File: src/rtl/res_top.sv
// rtl/res_top.sv - 16-neuron echo-state reservoir core with two lockstep serial MAC PEs (optional RES_LEAK_EN leaky commit)
module res_pe #(
  parameter int DW    = 8,
  parameter int FRAC  = 7,
  parameter int ACC_W = 20
) (
  input  logic                 clk,
  input  logic                 rst,
  input  logic                 mac_en,
  input  logic                 mac_first,
  input  logic [3:0]           n,
  input  logic [3:0]           j,
  input  logic signed [DW-1:0] data,
  output logic signed [DW-1:0] f
);
  logic signed [DW-1:0]     DATA;
  logic signed [DW-1:0]     WEIGHT;
  logic [4:0]               w_raw;
  logic [4:0]               w_off;
  logic signed [2*DW-1:0]   prod;
  logic signed [ACC_W-1:0]  acc_q, acc_d;
  logic signed [ACC_W-1:0]  r;

  assign DATA = data;

  // W[n][j] = ((7n + 13j) mod 32) - 16; flipping bit 4 of the 5-bit residue subtracts 16
  always_comb begin
    w_raw  = {1'b0, n} * 5'd7 + {1'b0, j} * 5'd13;
    w_off  = w_raw ^ 5'b10000;
    WEIGHT = {{(DW-5){w_off[4]}}, w_off};
  end

  always_comb begin
    prod  = DATA * WEIGHT;
    acc_d = acc_q;
    if (mac_en) begin
      acc_d = mac_first ? ACC_W'(prod) : acc_q + ACC_W'(prod);
    end
  end

  // floor rescale, then hard-tanh clamp to the Q1.7 range
  always_comb begin
    r = acc_q >>> FRAC;
    if (r > 20'sd127) begin
      f = 8'sh7F;
    end else if (r < -20'sd128) begin
      f = -8'sd128;
    end else begin
      f = r[DW-1:0];
    end
  end

  always_ff @(posedge clk) begin
    if (rst) begin
      acc_q <= '0;
    end else begin
      acc_q <= acc_d;
    end
  end
endmodule

module res_top #(
  parameter int N_NEURON = 16,
  parameter int DW       = 8,
  parameter int FRAC     = 7,
  parameter int ACC_W    = 20
) (
  input  logic                   clk,
  input  logic                   rst_N,
  output logic [N_NEURON*DW-1:0] xstate
);
  localparam logic [N_NEURON*DW-1:0] XRST = {{(N_NEURON*DW-8){1'b0}}, 8'h40};

  logic [4:0]               c_q, c_d;
  logic [2:0]               k_q, k_d;
  logic [N_NEURON*DW-1:0]   xstate_q, xstate_d;
  logic [N_NEURON*DW-1:0]   nbuf_q, nbuf_d;
  logic                     mac_en, mac_first, wr_en, commit;
  logic [3:0]               j_idx;
  logic signed [DW-1:0]     src;
  logic signed [DW-1:0]     f0, f1;
  logic signed [DW-1:0]     x_old, f_new;

  always_comb begin
    mac_en    = (c_q != 5'd16);
    mac_first = (c_q == 5'd0);
    wr_en     = (c_q == 5'd16);
    commit    = wr_en && (k_q == 3'd7);
    j_idx     = c_q[3:0];
    src       = xstate_q[{j_idx, 3'b000} +: DW];
    c_d       = wr_en ? 5'd0 : c_q + 5'd1;
    k_d       = wr_en ? k_q + 3'd1 : k_q;
  end

  res_pe #(.DW(DW), .FRAC(FRAC), .ACC_W(ACC_W)) PE0 (
    .clk(clk), .rst(rst_N), .mac_en(mac_en), .mac_first(mac_first),
    .n({1'b0, k_q}), .j(j_idx), .data(src), .f(f0)
  );

  res_pe #(.DW(DW), .FRAC(FRAC), .ACC_W(ACC_W)) PE1 (
    .clk(clk), .rst(rst_N), .mac_en(mac_en), .mac_first(mac_first),
    .n({1'b1, k_q}), .j(j_idx), .data(src), .f(f1)
  );

  // commit reads nbuf_d so the two results written in this same cycle are included
  always_comb begin
    nbuf_d   = nbuf_q;
    xstate_d = xstate_q;
    x_old    = '0;
    f_new    = '0;
    if (wr_en) begin
      nbuf_d[{1'b0, k_q, 3'b000} +: DW] = f0;
      nbuf_d[{1'b1, k_q, 3'b000} +: DW] = f1;
    end
    if (commit) begin
      for (int i = 0; i < N_NEURON; i++) begin
        x_old = xstate_q[i*DW +: DW];
        f_new = nbuf_d[i*DW +: DW];
`ifdef RES_LEAK_EN
        xstate_d[i*DW +: DW] = (x_old >>> 1) + (f_new >>> 1);
`else
        xstate_d[i*DW +: DW] = f_new;
`endif
      end
    end
  end

  always_ff @(posedge clk) begin
    if (rst_N) begin
      c_q      <= '0;
      k_q      <= '0;
      nbuf_q   <= '0;
      xstate_q <= XRST;
    end else begin
      c_q      <= c_d;
      k_q      <= k_d;
      nbuf_q   <= nbuf_d;
      xstate_q <= xstate_d;
    end
  end

  assign xstate = xstate_q;
endmodule

File: config.mk
export PLATFORM = sky130hd
export DESIGN_NAME = res_top
export DESIGN_NICKNAME = d
export VERILOG_FILES = /design/src/rtl/res_top.sv
export SDC_FILE = /design/constraint.sdc
export NUM_CORES = 1
export LEC_CHECK = 0
export CAP_MARGIN = 10
export CORE_MARGIN = 2
export CORE_UTILIZATION = 32
export DETAILED_ROUTE_END_ITERATION = 10
export SLEW_MARGIN = 20
export SYNTH_ARGS = -nofsm -noshare
export SYNTH_HDL_FRONTEND = slang
export SYNTH_SLANG_ARGS = --single-unit
export TNS_END_PERCENT = 10
File: constraint.sdc
create_clock -name clk -period 18.5 [get_ports clk]
set_input_delay 1.85 -clock clk [delete_from_list [all_inputs] [get_ports clk]]
set_output_delay 1.85 -clock clk [all_outputs]
set_load 0.1 [all_outputs]
After elaboration in Yosys (flattened, before gate mapping)
Cells that the tools add are included.

operators by class
  add/sub/neg operators = 8
  $mul = 5
  div/mod/pow operators = 0
  order comparisons = 4
  equal/unequal tests = 3
  shift-type cells = 5
  multiplexer cells = 9
  bitwise logic cells = 2
  reduce and logical (&&, ||, !) cells = 3

operator list
  kind                                                            number
  bitwise mux 128 bit                                             2
  variable shift 8 x 9 -> 128 bit, first input constant           2
  indexed part select 8 x 9 -> 128 bit                            2
  2-to-1 mux 128 bit                                              1
  indexed part select 128 x 8 -> 8 bit                            1
  adder 20 x 13 -> 20 bit                                         2
  2-to-1 mux 20 bit                                               2
  2-to-1 mux 8 bit                                                4
  greater-than comparator 13 x 8 -> 1 bit, second input constant  2
  < comparator 13 x 8 -> 1 bit, second input constant             2
  multiplier 8 x 5 -> 13 bit                                      2
  adder 5 bit                                                     2
  negation 6 -> 9 bit                                             1
  negation 7 -> 9 bit                                             1
  adder 5 x 1 -> 5 bit, second input constant                     1
  == test 5 bit, second input constant                            1
  zero test 5 bit                                                 1
  multiplier 3 x 3 -> 5 bit, second input constant                1
  multiplier 4 x 3 -> 5 bit, second input constant                1
  multiplier 4 x 4 -> 5 bit, second input constant                1
  != test 5 bit, second input constant                            1
  adder 3 x 1 -> 3 bit, second input constant                     1
  == test 3 bit, second input constant                            1
  inverter 1 bit                                                  2
  other kinds (2)                                                 2

storage, ports and cells
  flip-flop bits (word level) = 304
  latch bits = 0
  memory bits (writable) = 0
  ROM bits = 0
  input port bits = 2
  output and inout bits = 128
  word-level logic and storage cells = 45
  memories = 0

Depth between registers and ports, before layout
Gate-level depths: netlist (run 1).

  word-level depth = 7
  depth in mapped cells = 35
  mapped depth without buffers = 33

By module
Synthesis (run 1) repeated with hierarchy kept, for this count alone.

unflattened totals
  cell total of the unflattened synthesis = 2,206
  area total of the unflattened synthesis = 19,735.2 um^2

by module, submodules not included
  module        times used  cells each  area an instance (um^2)
  res_top       1           1,288       12,161.7
  res_pe (PE1)  1           468         3,826.2
  res_pe (PE0)  1           450         3,747.3

Least setup slack after synthesis (run 1)
OpenSTA, ideal clock, no wires.

  kind = register to register
  start = register c_q[1]
  end = register PE1.acc_q[19]
  setup time = 0.133 ns
  data arrival time = 8.458 ns
  slack = 9.910 ns
  stages on the path, launching flop included = 36
  buffers on the path = 2
  path through = dfxtp_1 > clkbuf_1 > clkbuf_1 > inv_1 > ha_1 > ha_1 > ha_1 > inv_1 > fa_1 > inv_1 > ha_1 > a21oi_1 > xnor2_1 > xnor2_1 > nor2_1 > fa_1 > inv_1 > fa_1 > fa_1 > inv_1 > ha_1 > o21a_2 > a2111oi_4 > nor2_2 > a311oi_2 > xnor2_1 > inv_1 > ha_1 > a21oi_1 > o21a_1 > nand2_1 > o21ai_0 > o31ai_1 > or2_2 > a221oi_1 > a31oi_1

between the ends
  longest elaborated chain between the ends = 6

ends and longest elaborated chain
  what                             line  text
  from (decl)                      74    logic [4:0] c_q, c_d;
  from (signal assigned)           130   c_q <= '0;
  from (signal assigned)           135   c_q <= c_d;
  multiplier 4 x 4 -> 5 bit        28    w_raw = {1'b0, n} * 5'd7 + {1'b0, j} * 5'd13;
  adder 5 bit                      28
  inverter 1 bit (no source line)  --
  multiplier 8 x 5 -> 13 bit       34    prod = DATA * WEIGHT;
  adder 20 x 13 -> 20 bit          37    acc_d = mac_first ? ACC_W'(prod) : acc_q + ACC_W'(prod);
  2-to-1 mux 20 bit                37
  to (signal assigned)             55    acc_q <= '0;
  to (signal assigned)             57    acc_q <= acc_d;
  to (decl)                        21    logic signed [ACC_W-1:0] acc_q, acc_d;

Parallel ways exist; a longest one is shown, timed or not.
A chain may end at the register's enable or synchronous reset.

Worst setup path in the final report (run 1)
Ends and elaborated chain as after synthesis.

==> results of run 1 <==
==> cell families after synthesis <==
kind of cell,Yosys count,synth area share
AO/OA/AOI/OAI,588,0.211
XOR/XNOR,71,0.0342
adder cells (fa/ha/maj),155,0.131
buffers and inverters,238,0.0505
flip-flops,304,0.335
multiplexers,63,0.0610
AND/OR/NAND/NOR,781,0.178
==> area by class of cell <==
| class | instances | area (um2) | share of cell area |
|---|---|---|---|
| multi-input cells | 1658 | 11200 | 0.529 |
| flip-flops and latches | 304 | 6090 | 0.287 |
| repair buffers | 146 | 1440 | 0.0679 |
| clock buffers | 51 | 1010 | 0.0475 |
| well taps | 756 | 946 | 0.0446 |
| inverters | 105 | 394 | 0.0186 |
| clock inverters | 12 | 113 | 0.00531 |
==> flip-flops by register name (all words and copies together) (netlist names) <==
| name | flops |
|---|---|
| k_q | 3 |
| xstate | 128 |
| c_q | 5 |
| PE1.acc_q | 20 |
| nbuf_q | 128 |
| PE0.acc_q | 20 |
==> metrics by stage <==
stage | total power [mW] | hold WS (ns) | cell area, um2 | instances
after global routing | 2.63 | 0.475 | 21200 | 3032
after global placement | 1.76 | 0.441 | 20100 | 2969
after detailed placement | 1.78 | 0.447 | 20100 | 2969
after floorplan | 1.51 | 0.436 | 18200 | 2200
after CTS | 2.48 | 0.454 | 21200 | 3032
final | 2.48 | 0.453 | 21200 | 3032
==> how the worst max path moves through the flow <==
| stage | from | to | slack, ns | cells past startpoint |
|---|---|---|---|---|
| floorplan | c_q[1] | PE1.acc_q[19] | 9.91 | 35 |
| global placement | c_q[1] | PE1.acc_q[19] | 9.10 | 33 |
| detailed placement | c_q[1] | PE0.acc_q[19] | 8.80 | 30 |
| CTS | c_q[1] | PE0.acc_q[19] | 8.78 | 30 |
| global route | c_q[1] | PE1.acc_q[19] | 8.07 | 33 |
| finish | c_q[1] | PE1.acc_q[19] | 8.80 | 33 |
==> power by group through the flow <==
stage / combinational (mW) / sequential, mW / clock, mW
after floorplan: 0.785 / 0.725 / 0
after global placement: 1.02 / 0.742 / 0
after detailed placement: 1.04 / 0.742 / 0
after CTS: 1.05 / 0.729 / 0.700
after global routing: 1.17 / 0.734 / 0.723
final: 1.06 / 0.730 / 0.689
==> metal layers <==
layer / wire length (um) / share of wire
met1: 25000 / 0.42
met2: 28500 / 0.48
met3: 3430 / 0.058
met4: 2010 / 0.034
met5: 0 / 0
==> cells in the mapped netlist (all sizes together) (13+ instances only) <==
master,number
nor2,324
nand2,317
mux4,38
fa,59
and2,13
mux2i,23
nor3,46
clkbuf,104
nand3,22
o31ai,17
nor2b,15
o21ai,35
inv,103
xor2,29
a21o,22
a211oi,140
xnor2,42
ha,96
a22oi,87
dfxtp,304
buf,29
a21oi,222
==> critical path, delay by kind of cell (launching register included) <==
family	cells	cell delay, ns
xor+xnor	3	0.99
simple gates	4	0.57
buf+inv	6	0.61
fa+ha+maj	10	3.94
compound gates	10	2.29
flops	1	1.10
==> impl_metrics.env, run 1 <==
export IMPL_status="finished, final reports clean"
export IMPL_wl_mm=58.9
export IMPL_ys_flop_type="dfxtp_1"
export IMPL_max_stage_delay_ns=1.10
export IMPL_post_cts_resized=0
export IMPL_worst_pin_slew_ns=1.17
export IMPL_grt_max_degree=169
export IMPL_critPathLaunchType="flop"
export IMPL_min_delay_worst_endpoint="nbuf_q[31]"
export IMPL_fillers=5717
export IMPL_max_slew_margin=0.220
export IMPL_die_x_um=242
export IMPL_cts_setup_buffers=0
export IMPL_arrival_ns=10.09
export IMPL_clk_pin_slew_ns=0.06
export IMPL_switching_share=0.406
export IMPL_hold_violations=0
export IMPL_grt_busiest_layer="met2"
export IMPL_synth_top_area_share=0.335
export IMPL_portBuffers=129
export IMPL_setup_viol=0
export IMPL_synth_edf_count=0
export IMPL_hp_start="nbuf_q[31]"
export IMPL_syn_area_per_cell_um2=8.26
export IMPL_numCtsBuffers=36
export IMPL_layout_drive_gt1_share=0.0593
export IMPL_globalRouteMet3Util=0.0317
export IMPL_rows=87
export IMPL_rr_startpoint="c_q[1]"
export IMPL_grt_pass1_vias=15810
export IMPL_yosysWarningCount=0
export IMPL_core_area_um2=56300
export IMPL_drv_slew=0
export IMPL_ys_top_cells_by_area="dfxtp_1 (33%), nor2_1 (6.6%), ha_1 (6.6%)"
export IMPL_skew_ns=0.0263
export IMPL_met2_usage=0.332
export IMPL_final_common_cell="nor2_1"
export IMPL_max_freq_mhz=103
export IMPL_slowest_stage="dfxtp_2"
export IMPL_place_ws_ns=8.80
export IMPL_clockBufferDepth=3
export IMPL_htreeDepth=2
export IMPL_max_vdd_ir_drop_mv=0.0734
export IMPL_drt_vias_per_instance=5.41
export IMPL_critPathRequiredTime_ns=18.89
export IMPL_start_util=0.323
export IMPL_period_share=0.524
export IMPL_gp_congestion=0.927
export IMPL_worstHoldPathType="flop to flop"
export IMPL_grt_overflow=0
export IMPL_p_leak_nw=7.63
export IMPL_rsz0062_at_grt="false"
export IMPL_r2r_end="PE1.acc_q[19]"
export IMPL_fp_dieArea_um2=58700
export IMPL_maxCapViolCount=0
export IMPL_diodes=0
export IMPL_pwr_share_seq=0.294
export IMPL_cts_sinks=304
export IMPL_syn_inst=2200
export IMPL_die_y_um=242
export IMPL_postCtsHoldBufs=0
export IMPL_yosys_cell_types_count=62
export IMPL_comb_power_share=0.428
export IMPL_antenna_found_initial=0
export IMPL_holdPathStages=2
export IMPL_syn_area_um2=18200
export IMPL_setup_slack_ns=8.80
export IMPL_first_pass_iters=5
export IMPL_ant_nets=0
export IMPL_ys_seq_area_frac=0.335
export IMPL_reg2reg_depth=33
export IMPL_pin_count=130
export IMPL_synthArstFlopShare=0
export IMPL_num_nets_final=2408
export IMPL_gr_usage_met1=0.251
export IMPL_grt_usage=0.196
export IMPL_wl_per_cell_um=19.4
export IMPL_p_int_mw=1.47
export IMPL_finalSetupTns_ns=0
export IMPL_utilization=0.377
export IMPL_ys_ff_latch=304
export IMPL_grt_pass1_wl_mm=91.8
export IMPL_worstSkewPairLatency_ns=0.55
export IMPL_final_min_clock_period_ns=9.70
export IMPL_p_per_area_nw_per_um2=117
export IMPL_worst_setup_path_type="flop to flop"
export IMPL_root_buffer="clkbuf_16"
export IMPL_route_detailed_drc=0
export IMPL_num_vias=16410
export IMPL_end_kind="flop"
export IMPL_reg2reg_slack_ns=8.80
export IMPL_drt_iter0_drc=1441
export IMPL_power_switching_mw=1.01
export IMPL_dp_hpwl_mm=41.9
export IMPL_clock_power_share=0.278
export IMPL_path_max_fanout=36
export IMPL_area_delta_synth_final_pct=16.7
export IMPL_cts_tree="yes"
export IMPL_syn_num_nets=2357
export IMPL_yosys_area_top_type="dfxtp_1"
export IMPL_final_cell_mix="nor2_1 (320), nand2_1 (315), dfxtp_1 (302)"
No activity file was read; power rests on OpenSTA's default activity.
==> inputs of run 2 (changes only) <==
- clock period: 18.5 -> 8.64 ns (I/O delays scaled with it)
==> run 2 against run 1 <==
Sequential share of layout area decreased by 0.30 points; maximum frequency increased by 18%; cell area increased by 1.0%; clock-buffer cell count decreased by 3; critical path depth unchanged; global-route usage increased by 0.26 points.
==> impl_metrics.env, run 2 (synthesized netlist as in run 1, its figures left out) <==
export IMPL_critPathLaunchType="flop"
export IMPL_wl_per_cell_um=19.6
export IMPL_reg2reg_depth=33
export IMPL_rows=87
export IMPL_drv_slew=0
export IMPL_final_min_clock_period_ns=8.20
export IMPL_num_vias=16426
export IMPL_worstHoldPathType="flop to flop"
export IMPL_skew_ns=0.0212
export IMPL_end_kind="flop"
export IMPL_grt_usage=0.199
export IMPL_worstSkewPairLatency_ns=0.55
export IMPL_path_max_fanout=9
export IMPL_first_pass_iters=6
export IMPL_r2r_end="PE1.acc_q[19]"
export IMPL_final_common_cell="nor2_1"
export IMPL_setup_viol=0
export IMPL_dp_hpwl_mm=42.6
export IMPL_antenna_found_initial=1
export IMPL_fp_dieArea_um2=58700
export IMPL_route_detailed_drc=0
export IMPL_gp_congestion=0.917
export IMPL_min_delay_worst_endpoint="nbuf_q[59]"
export IMPL_wl_mm=59.5
export IMPL_critPathRequiredTime_ns=9.03
export IMPL_portBuffers=129
export IMPL_cts_tree="yes"
export IMPL_maxCapViolCount=0
export IMPL_holdPathStages=2
export IMPL_die_y_um=242
export IMPL_crit_path_frequent_cell="ha_1"
export IMPL_hp_start="nbuf_q[59]"
export IMPL_fillers=5697
export IMPL_final_cell_mix="nor2_1 (320), nand2_1 (315), dfxtp_1 (302)"
export IMPL_status="finished, final reports clean"
export IMPL_grt_pass1_wl_mm=93.1
export IMPL_max_slew_margin=0.251
export IMPL_grt_pass1_vias=15871
export IMPL_clk_pin_slew_ns=0.06
export IMPL_numCtsBuffers=35
export IMPL_p_leak_nw=7.75
export IMPL_grt_max_degree=140
export IMPL_pin_count=130
export IMPL_slowest_stage="fa_1"
export IMPL_max_freq_mhz=122
export IMPL_start_util=0.323
export IMPL_setup_slack_ns=0.435
export IMPL_rsz0062_at_grt="true"
export IMPL_cts_sinks=304
export IMPL_core_area_um2=56300
export IMPL_period_share=0.950
export IMPL_max_vdd_ir_drop_mv=0.146
export IMPL_p_per_area_nw_per_um2=255
export IMPL_drt_vias_per_instance=5.40
export IMPL_max_stage_delay_ns=0.57
export IMPL_postCtsHoldBufs=0
export IMPL_num_nets_final=2417
export IMPL_place_ws_ns=-0.220
export IMPL_htreeDepth=2
export IMPL_finalSetupTns_ns=0
export IMPL_clockBufferDepth=3
export IMPL_root_buffer="clkbuf_16"
export IMPL_worst_setup_path_type="flop to flop"
export IMPL_grt_overflow=0
export IMPL_rr_startpoint="c_q[0]"
export IMPL_drt_iter0_drc=1337
export IMPL_area_delta_synth_final_pct=17.9
export IMPL_arrival_ns=8.59
export IMPL_worst_pin_slew_ns=1.12
export IMPL_hold_violations=0
export IMPL_ant_nets=0
export IMPL_die_x_um=242
export IMPL_diodes=0
export IMPL_layout_drive_gt1_share=0.0670
export IMPL_reg2reg_slack_ns=0.44
==> run 2: cell types whose count changed in the layout (fill, tap and decap cells not counted), sizes merged <==
cell / before / now
buf: 18 / 27
inv: 104 / 103
clkbuf: 51 / 48
xnor2: 42 / 43
clkinv: 10 / 8
bufinv: 1 / 5
==> run 2: final cells by class <==
type | instances | area (um2) | share of cell area
Clock inverter | 13 | 221 | 0.0103
Multi-Input combinational cell | 1659 | 11300 | 0.526
Inverter | 105 | 394 | 0.0184
Sequential cell | 304 | 6090 | 0.284
Timing Repair Buffer | 155 | 1510 | 0.0706
Tap cell | 756 | 946 | 0.0442
Clock buffer | 48 | 995 | 0.0464
==> run 2: repair_timing <==
| item | in CTS | in global routing |
|---|---|---|
| endpoints found under the setup margin | 3 | 9 |
| pin swaps | 0 | 2 |
| hold endpoints to repair | 0 | 0 |
| buffers inserted | 0 | 1 |
| cloned | 0 | 1 |
| resized for setup | 2 | 8 |
==> run 2: worst max-delay path by stage <==
stage                start       endpoint  depth (start not counted)
floorplan           c_q[1]  PE1.acc_q[19]                         35
global placement    c_q[0]  PE1.acc_q[19]                         33
detailed placement  c_q[0]  PE1.acc_q[19]                         33
CTS                 c_q[0]  PE1.acc_q[19]                         33
global route        c_q[0]  PE0.acc_q[19]                         30
finish              c_q[0]  PE1.acc_q[19]                         33
==> run 2: metrics by stage <==
| stage | std cells | util | instance area, um2 | hold slack [ns] | power, mW |
|---|---|---|---|---|---|
| after floorplan | 2200 | - | 18200 | 0.436 | 3.23 |
| after global placement | 2976 | 0.357 | 20100 | 0.441 | 3.76 |
| after detailed placement | 2977 | 0.358 | 20100 | 0.448 | 3.82 |
| after CTS | 3038 | 0.379 | 21400 | 0.456 | 5.43 |
| after global routing | 3040 | 0.381 | 21400 | 0.475 | 5.78 |
| final | 3040 | 0.381 | 21400 | 0.455 | 5.46 |
==> run 2: critical path, delay by kind of cell, from the launching register on <==
| kind | cells | cell delay, ns |
|---|---|---|
| simple gates | 4 | 0.61 |
| flops | 1 | 0.34 |
| buf+inv | 6 | 0.58 |
| fa+ha+maj | 10 | 3.82 |
| xor+xnor | 3 | 0.50 |
| compound gates | 10 | 2.21 |
==> run 2: power by group <==
group	switching [mW]	internal [mW]
registers	0.0889	1.48
clock network	0.635	0.960
logic	1.44	0.851
total	2.17	3.29
==> run 2: layer usage <==
metal  up-vias  share of wire  global-route usage
met5         -        0.00032                   0
met4         2          0.045              0.0853
met3       124          0.059              0.0325
met2       568           0.47               0.330
met1      7901           0.43               0.255
li1       7831              -                   -
